--- src/rtl/timer_set_seq.sv ---
// Set-mode sequencer for the timer. It tracks the hour/min/sec cursor, turns held Up/Down
// buttons into hold-then-repeat command pulses, and leaves set mode on request or timeout.
module timer_set_seq #(
  parameter int unsigned HOLD_CYC    = 50_000_000,
  parameter int unsigned REPEAT_CYC  = 10_000_000,
  parameter int unsigned TIMEOUT_CYC = 1_000_000_000
) (
  input  logic iClk,
  input  logic iRst,
  input  logic iEnable,
  input  logic iSet,
  input  logic iBtn_U,
  input  logic iBtn_D,
  input  logic iBtn_L,
  input  logic iBtn_R,
  output logic oSetting,
  output logic oSet_Hour,
  output logic oSet_Min,
  output logic oSet_Sec,
  output logic oHour_Up,
  output logic oHour_Down,
  output logic oMin_Up,
  output logic oMin_Down,
  output logic oSec_Up,
  output logic oSec_Down,
  output logic oTimeout
);

  localparam int unsigned RepMax = (HOLD_CYC > REPEAT_CYC) ? HOLD_CYC : REPEAT_CYC;
  localparam int unsigned RepW   = (RepMax > 1) ? $clog2(RepMax) : 1;
  localparam int unsigned ToW    = (TIMEOUT_CYC > 1) ? $clog2(TIMEOUT_CYC) : 1;

  typedef enum logic [1:0] {StIdle, StSelHour, StSelMin, StSelSec} state_e;
  typedef enum logic [1:0] {StRIdle, StRHold, StRRepeat} rep_e;

  state_e          r_state, w_state_d;
  rep_e            r_rep, w_rep_d;
  logic            r_dir_up, w_dir_up_d;
  logic [RepW-1:0] r_rep_cnt, w_rep_cnt_d;
  logic [ToW-1:0]  r_to_cnt, w_to_cnt_d;
  logic            r_vu_prev, r_vd_prev, r_l_prev, r_r_prev;
  logic            r_setting, r_set_hour, r_set_min, r_set_sec;
  logic [5:0]      r_cmd, w_cmd_d;
  logic            r_timeout, w_timeout_d;

  logic            w_vu, w_vd, w_vu_rise, w_vd_rise, w_l_rise, w_r_rise;
  logic            w_any_btn, w_move, w_held, w_fire, w_fire_up;
  logic [RepW-1:0] w_rep_lim;

  // Up and Down together cancel each other, so only a lone direction is a command.
  assign w_vu      = iBtn_U & ~iBtn_D;
  assign w_vd      = iBtn_D & ~iBtn_U;
  assign w_vu_rise = w_vu & ~r_vu_prev;
  assign w_vd_rise = w_vd & ~r_vd_prev;
  assign w_l_rise  = iBtn_L & ~r_l_prev;
  assign w_r_rise  = iBtn_R & ~r_r_prev;
  assign w_any_btn = iBtn_U | iBtn_D | iBtn_L | iBtn_R;
  assign w_move    = w_l_rise ^ w_r_rise;
  assign w_held    = r_dir_up ? w_vu : w_vd;
  assign w_rep_lim = (r_rep == StRHold) ? RepW'(HOLD_CYC - 1) : RepW'(REPEAT_CYC - 1);

  always_comb begin
    w_state_d   = r_state;
    w_rep_d     = r_rep;
    w_dir_up_d  = r_dir_up;
    w_rep_cnt_d = r_rep_cnt;
    w_to_cnt_d  = r_to_cnt;
    w_timeout_d = 1'b0;
    w_fire      = 1'b0;
    w_fire_up   = 1'b0;

    if (!iEnable) begin
      w_state_d   = StIdle;
      w_rep_d     = StRIdle;
      w_rep_cnt_d = '0;
      w_to_cnt_d  = '0;
    end else if (r_state == StIdle) begin
      w_rep_d     = StRIdle;
      w_rep_cnt_d = '0;
      w_to_cnt_d  = '0;
      if (iSet) begin
        w_state_d = StSelSec;
      end
    end else if (iSet) begin
      w_state_d   = StIdle;
      w_rep_d     = StRIdle;
      w_rep_cnt_d = '0;
      w_to_cnt_d  = '0;
    end else if (!w_any_btn && (r_to_cnt == ToW'(TIMEOUT_CYC - 1))) begin
      w_state_d   = StIdle;
      w_rep_d     = StRIdle;
      w_rep_cnt_d = '0;
      w_to_cnt_d  = '0;
      w_timeout_d = 1'b1;
    end else begin
      w_to_cnt_d = w_any_btn ? '0 : r_to_cnt + ToW'(1);
      if (w_move) begin
        // A cursor move abandons any held direction; the user must press again.
        w_rep_d     = StRIdle;
        w_rep_cnt_d = '0;
        if (w_l_rise) begin
          unique case (r_state)
            StSelSec:  w_state_d = StSelMin;
            StSelMin:  w_state_d = StSelHour;
            StSelHour: w_state_d = StSelSec;
            default:   w_state_d = StIdle;
          endcase
        end else begin
          unique case (r_state)
            StSelHour: w_state_d = StSelMin;
            StSelMin:  w_state_d = StSelSec;
            StSelSec:  w_state_d = StSelHour;
            default:   w_state_d = StIdle;
          endcase
        end
      end else if (w_vu_rise || w_vd_rise) begin
        w_fire      = 1'b1;
        w_fire_up   = w_vu_rise;
        w_dir_up_d  = w_vu_rise;
        w_rep_d     = StRHold;
        w_rep_cnt_d = '0;
      end else if ((r_rep != StRIdle) && w_held) begin
        if (r_rep_cnt == w_rep_lim) begin
          w_fire      = 1'b1;
          w_fire_up   = r_dir_up;
          w_rep_d     = StRRepeat;
          w_rep_cnt_d = '0;
        end else begin
          w_rep_cnt_d = r_rep_cnt + RepW'(1);
        end
      end else begin
        w_rep_d     = StRIdle;
        w_rep_cnt_d = '0;
      end
    end
  end

  // Command bits: {hour_up, hour_down, min_up, min_down, sec_up, sec_down}.
  always_comb begin
    w_cmd_d = '0;
    if (w_fire) begin
      unique case (r_state)
        StSelHour: w_cmd_d = w_fire_up ? 6'b100000 : 6'b010000;
        StSelMin:  w_cmd_d = w_fire_up ? 6'b001000 : 6'b000100;
        StSelSec:  w_cmd_d = w_fire_up ? 6'b000010 : 6'b000001;
        default:   w_cmd_d = '0;
      endcase
    end
  end

  always_ff @(posedge iClk) begin
    if (!iRst) begin
      r_state    <= StIdle;
      r_rep      <= StRIdle;
      r_dir_up   <= 1'b0;
      r_rep_cnt  <= '0;
      r_to_cnt   <= '0;
      r_vu_prev  <= 1'b0;
      r_vd_prev  <= 1'b0;
      r_l_prev   <= 1'b0;
      r_r_prev   <= 1'b0;
      r_setting  <= 1'b0;
      r_set_hour <= 1'b0;
      r_set_min  <= 1'b0;
      r_set_sec  <= 1'b0;
      r_cmd      <= '0;
      r_timeout  <= 1'b0;
    end else begin
      r_state    <= w_state_d;
      r_rep      <= w_rep_d;
      r_dir_up   <= w_dir_up_d;
      r_rep_cnt  <= w_rep_cnt_d;
      r_to_cnt   <= w_to_cnt_d;
      r_vu_prev  <= w_vu;
      r_vd_prev  <= w_vd;
      r_l_prev   <= iBtn_L;
      r_r_prev   <= iBtn_R;
      r_setting  <= (w_state_d != StIdle);
      r_set_hour <= (w_state_d == StSelHour);
      r_set_min  <= (w_state_d == StSelMin);
      r_set_sec  <= (w_state_d == StSelSec);
      r_cmd      <= w_cmd_d;
      r_timeout  <= w_timeout_d;
    end
  end

  assign oSetting   = r_setting;
  assign oSet_Hour  = r_set_hour;
  assign oSet_Min   = r_set_min;
  assign oSet_Sec   = r_set_sec;
  assign oHour_Up   = r_cmd[5];
  assign oHour_Down = r_cmd[4];
  assign oMin_Up    = r_cmd[3];
  assign oMin_Down  = r_cmd[2];
  assign oSec_Up    = r_cmd[1];
  assign oSec_Down  = r_cmd[0];
  assign oTimeout   = r_timeout;

endmodule

--- config.mk ---
export PLATFORM = sky130hd
export DESIGN_NAME = timer_set_seq
export DESIGN_NICKNAME = d
export VERILOG_FILES = /design/src/rtl/timer_set_seq.sv
export SDC_FILE = /design/constraint.sdc
export NUM_CORES = 1
export LEC_CHECK = 0
export CORE_UTILIZATION = 58
export DETAILED_ROUTE_END_ITERATION = 10
export PLACE_DENSITY = 0.75
export SKIP_CTS_REPAIR_TIMING = 1
export SYNTH_ARGS = -nofsm -noshare
export SYNTH_HDL_FRONTEND = slang
export SYNTH_SLANG_ARGS = --single-unit
--- constraint.sdc ---
create_clock -name iClk -period 3.2 [get_ports iClk]
set_input_delay 0.64 -clock iClk [delete_from_list [all_inputs] [get_ports iClk]]
set_output_delay 0.64 -clock iClk [all_outputs]
set_load 0.01 [all_outputs]
# After elaboration in Yosys (flattened, before gate mapping)

Index checks and enable logic that the tools add are counted.

Add/sub/neg operators: 2
$mul: 0
Div/mod/pow operators: 0
Magnitude comparators: 0
Eq/ne operators: 10
Shift-type cells: 0
Muxes and demuxes: 35
Bitwise gates (word level): 23
Reduce and logical (&&, ||, !) cells: 14

Operator list:

| operator                                             | number |
|---|---|
| adder 30 x 1 -> 30 bit (second input constant)       | 1 |
| equality test 30 bit (second input constant)         | 1 |
| adder 26 x 1 -> 26 bit (second input constant)       | 1 |
| equality test 26 bit                                 | 1 |
| two-way mux 26 bit                                   | 1 |
| two-way mux 1 bit                                    | 21 |
| case mux 6 bit (3 select lines)                      | 1 |
| two-way mux 2 bit                                    | 8 |
| inverter 1 bit                                       | 13 |
| case mux 2 bit (3 select lines)                      | 2 |
| OR reduction 6 bit                                   | 2 |
| OR reduction 9 bit                                   | 1 |
| equality test 2 bit (second input constant)          | 4 |
| OR reduction 8 bit                                   | 1 |
| bitwise AND 1 bit                                    | 6 |
| equality test 2 x 1 -> 1 bit (second input constant) | 3 |
| two-way mux 6 bit                                    | 1 |
| AND reduction 6 bit                                  | 1 |
| two-way mux 4 bit                                    | 1 |
| nonzero test 2 bit                                   | 2 |
| OR reduction 4 bit                                   | 1 |
| != test 3 x 2 -> 1 bit (second input constant)       | 1 |
| OR 1 bit                                             | 3 |
| logical AND 1 bit                                    | 2 |
| 5 further kinds                                      | 5 |

Flip-flop bits (word level): 76
Latch bits: 0
Memory bits (writable): 0
Memory bits (read-only): 0
Input bits: 8
Output and inout port bits: 11
Logic and storage cells: 100
Memories kept: 0

# Depth between registers and ports, before layout

Depth in word-level cells: 13
Depth in mapped cells: 8

# Worst setup path after synthesis

No wires, ideal clock.

Path type: input to register
Start: input port iBtn_D
End: register r_setting (netlist: oSetting)
Arrival time: 1,963 ps
Setup slack: 1,110 ps
Stages: 5
Cells stage by stage: or4_1 -> nor2_1 -> nand4_1 -> and3_1 -> or3_1

Word-level cells in the longest chain between the ends: 10

Ends and longest elaborated chain:

| what                   | RTL line | text |
|---|---|---|
| start: declaration     | 13       | `input logic iBtn_D,` |
| OR 1 bit (3 in a row)  | 57       | `assign w_any_btn = iBtn_U \| iBtn_D \| iBtn_L \| iBtn_R;` |
| zero test 1 bit        | 89       | `end else if (!w_any_btn && (r_to_cnt == ToW'(TIMEOUT_CYC - 1))) begin` |
| logical AND 1 bit      | 89       |  |
| two-way mux 2 bit      | 89       |  |
| two-way mux 2 bit      | 84       | `end else if (iSet) begin` |
| two-way mux 2 bit      | 77       | `end else if (r_state == StIdle) begin` |
| two-way mux 2 bit      | 72       | `if (!iEnable) begin` |
| nonzero test 2 bit     | 178      | `r_setting <= (w_state_d != StIdle);` |
| end signal: assignment | 178      |  |
| end: declaration       | 42       | `logic r_setting, r_set_hour, r_set_min, r_set_sec;` |

Every way passes these cells.
A chain may end at the register's enable or synchronous reset.

# Worst setup path after layout

Start: input port iBtn_L
End: register r_to_cnt[20]

Word-level cells in the longest chain between the ends: 5

Ends and longest elaborated chain:

| what                             | RTL line | text |
|---|---|---|
| start: declaration               | 14       | `input logic iBtn_L,` |
| OR 1 bit (*) (2 in a row)        | 57       |  |
| zero test 1 bit                  | 89       |  |
| logical AND 1 bit                | 89       |  |
| OR reduction 6 bit (no line) (*) | -        |  |
| end signal: assignment           | 173      | `r_to_cnt <= w_to_cnt_d;` |
| end: declaration                 | 40       | `logic [ToW-1:0] r_to_cnt, w_to_cnt_d;` |

Mark *: on every way between the ends. The rest lies on a longest branch, timed or not.

==> run_results.csv <==
group,metric,value,unit
finish,multiInputGateArea,1880,um^2
route,dr.pass1.iters,5,
sta,slew_headroom,46.4,%
setup_path,cp_top_family,"simple AND/OR/NAND/NOR gates",
sta,fin_crit_sh,75.9,%
grt,grt_overflow,0,
route,num_vias,2804,
floorplan,rows,27,
route,drcViolationCount,0,
setup_path,cp_slowest_cell,"or4_1",
route,drt_iter0_drc,177,
floorplan,die_y,79.8,um
sta,period_minus_slack,2430,ps
min_path,min_from,"r_rep_cnt[0]",
finish,final_nets,441,
status,status,"complete, no violations",
synthesis,ys.flop_type,"dfxtp_1",
floorplan,die-area,6370,um^2
setup_path,crit_fanout,30,
placement,dp.final_hpwl,4650,um
setup_path,required,3420,ps
finish,seqCellArea,1520,um^2
grt,antenna_found_initial,0,
sta,layout_setup_ws,770,ps
synthesis,syn-cell-area,3510,um^2
setup_path,worstReg2RegStart,"r_to_cnt[0]",
synthesis,synth_edf_count,0,
floorplan,io_pins,19,
sta,slew_violations,0,
cts,cts_made_buffers,9,
sta,hold_viol_final,0,
cts,cts_buffer_depth,2,
placement,pre_cts_ws,426,ps
cts,clock-sinks,76,
route,routed_wl,6580,um
cts,cts_tree,"done",
placement,numPortBuffers,18,
placement,numPlacedInstances,488,
finish,drive_gt1_share,5.32,%
synthesis,async_flop_share,0,%
finish,antenna_cells,0,
setup_path,crit_top_cell,"nor2_1",
finish,fill_cells,501,
grt,grt_max_degree,31,
sta,fmax,0.411,GHz
finish,fin_cells,504,
sta,worstMarginPinSlew,798,ps
cts,cts_max_level,3,
sta,skew,6.30,ps
cts,worstSkewPairLatency,340,ps
power,ir_drop,0.290,mV
synthesis,ys_seq_area_share,43.3,%
power,p_per_area,422,nW/um^2
route,viasPerCell,5.56,
floorplan,dieWidth,79.8,um
setup_path,crit_buf_inv,2,
setup_path,worstPathArrival,2650,ps
synthesis,yosys_warnings,0,
route,routedWlPerCell,13.1,um
sta,setup_tns,0,ps
setup_path,path_class,"in -> reg",
synthesis,yosysUniqueCellTypes,45,
placement,place.gp.congestion,0.868,
synthesis,syn_inst,407,
power,p_leak,0.00125,uW
setup_path,startpoint_type,"primary input",
run,max_cap_violations,0,
sta,rsz0062_at_grt,"false",
grt,grt_usage,22.9,%
synthesis,ys_seq_elements,76,
setup_path,worstPathCellList,"clkdlybuf4s50_1 > or4_1 > nor2_1 > and4_1 > or3_1 > buf_4 > nor2_1",
route,antenna_left,0,
sta,finalSetupViolCount,0,
synthesis,syn_nets,421,
cts,path_clk_slew,70,ps
setup_path,critPathCaptureType,"register",
floorplan,initial_utilization,61.9,%
min_path,hp-class,"reg -> reg",
setup_path,startpoint,"iBtn_L",
grt,grt_pass1_wl,11400,um
synthesis,syn_avg_cell_area,8.63,um^2
setup_path,slowest_delay,510,ps
cts,clockRootBuffer,"clkbuf_8",
floorplan,coreArea,5680,um^2
finish,syn_to_final_growth,11.5,%
grt,grt_pass1_vias,2615,
## cell usage after synthesis, types with 5 or more instances
cell type,number,area [um^2]
nand2b_1,5,31.3
and3_1,14,87.6
and2_1,5,31.3
clkbuf_1,6,22.5
nor3_1,12,60.1
nor3b_1,5,37.5
nor2_1,77,289
nand4_1,13,81.3
buf_2,5,25.0
and4_1,7,61.3
dfxtp_1,76,1520
ha_1,6,75.1
xnor2_1,33,289
nand3_1,35,175
xor2_1,20,175
o21ai_0,5,25.0
nand2_1,14,52.6
inv_1,17,63.8
nor2b_1,5,31.3
nor4_1,10,62.6
## flip-flops by register name, indices dropped and copies added (netlist names)
| signal | cells |
|---|---|
| r_to_cnt | 30 |
| r_rep_cnt | 26 |
| r_cmd | 6 |
| r_rep | 2 |
| r_state | 2 |
| oSet_Hour | 1 |
| oSet_Min | 1 |
| oSet_Sec | 1 |
| oSetting | 1 |
| oTimeout | 1 |
| r_dir_up | 1 |
| r_l_prev | 1 |
| r_r_prev | 1 |
| r_vd_prev | 1 |
| r_vu_prev | 1 |
## layer usage
| metal | track usage, % | up-vias | part of all wire (%) |
|---|---|---|---|
| li1 | - | 1435 | - |
| met1 | 29.1 | 1322 | 50 |
| met2 | 37.1 | 36 | 45 |
| met3 | 4.34 | 11 | 3.0 |
| met4 | 10.9 | 0 | 1.9 |
| met5 | 0 | - | 0 |
## power by group
group	internal (uW)	switching, uW
registers	952	4.61
clock network	302	323
logic	34.3	38.7
total	1290	366
## placed cells by master, fill, tap and decap left out, types with 2 or more instances in the layout
master,synthesis,final
nand3_1,35,35
nand4_2,2,2
inv_1,17,17
o211ai_1,2,2
and2_1,5,5
or4_1,2,2
clkbuf_8,0,10
buf_4,0,3
nor2_1,77,77
nor4_1,10,10
nor3_1,12,12
nor2b_1,5,5
clkinv_2,0,2
nand4b_1,2,2
nor4b_1,2,2
nand4_1,13,13
or3_1,4,4
nand2_1,14,14
xor2_1,20,20
clkbuf_1,6,4
clkdlybuf4s50_1,0,18
ha_1,6,6
and4_1,7,7
dfxtp_1,76,76
o21ai_0,5,5
nand2b_1,5,5
a21oi_1,4,4
xnor2_1,33,33
and3_1,14,14
nor3b_1,5,5
mux2i_1,2,2
## layout make-up
class / instances / area share (%)
Clock buffer: 14 / 3.90
Sequential cell: 76 / 38.8
Tap cell: 72 / 2.30
Clock inverter: 2 / 0.256
Timing Repair Buffer: 21 / 5.17
Multi-Input combinational cell: 302 / 47.9
Inverter: 17 / 1.63
## final timing paths
| path | endpoint | slack (ps) | cells past startpoint |
|---|---|---|---|
| worst max-delay path | r_to_cnt[20] | 770 | 7 |
| worst min-delay path | r_rep_cnt[0] | 440 | 1 |
| worst max register to register | r_to_cnt[20] | 1020 | 7 |
| worst min register to register | r_rep_cnt[0] | 440 | 1 |
## stage by stage
stage | total power [uW] | area, um^2 | hold slack (ps) | utilization, %
finish | 1650 | 3920 | 439 | 69.0
global route | 1720 | 3920 | 459 | 69.0
global placement | 1050 | 3750 | 423 | 66.2
detailed placement | 1050 | 3750 | 432 | 66.2
CTS | 1670 | 3920 | 443 | 69.0
floorplan | 1020 | 3510 | 413 | -
## cells by family (layout without fill, tap and decap cells)
family          count (synthesis)  in the layout  synth area share (%)
simple gates                  221            221                  33.6
flops                          76             76                  43.3
xor+xnor                       53             53                  13.2
buf+inv                        29             54                  3.28
compound gates                 19             19                  3.60
fa+ha+maj                       6              6                  2.14
mux                             3              3                 0.890
Power figures use the tool's default switching activity.
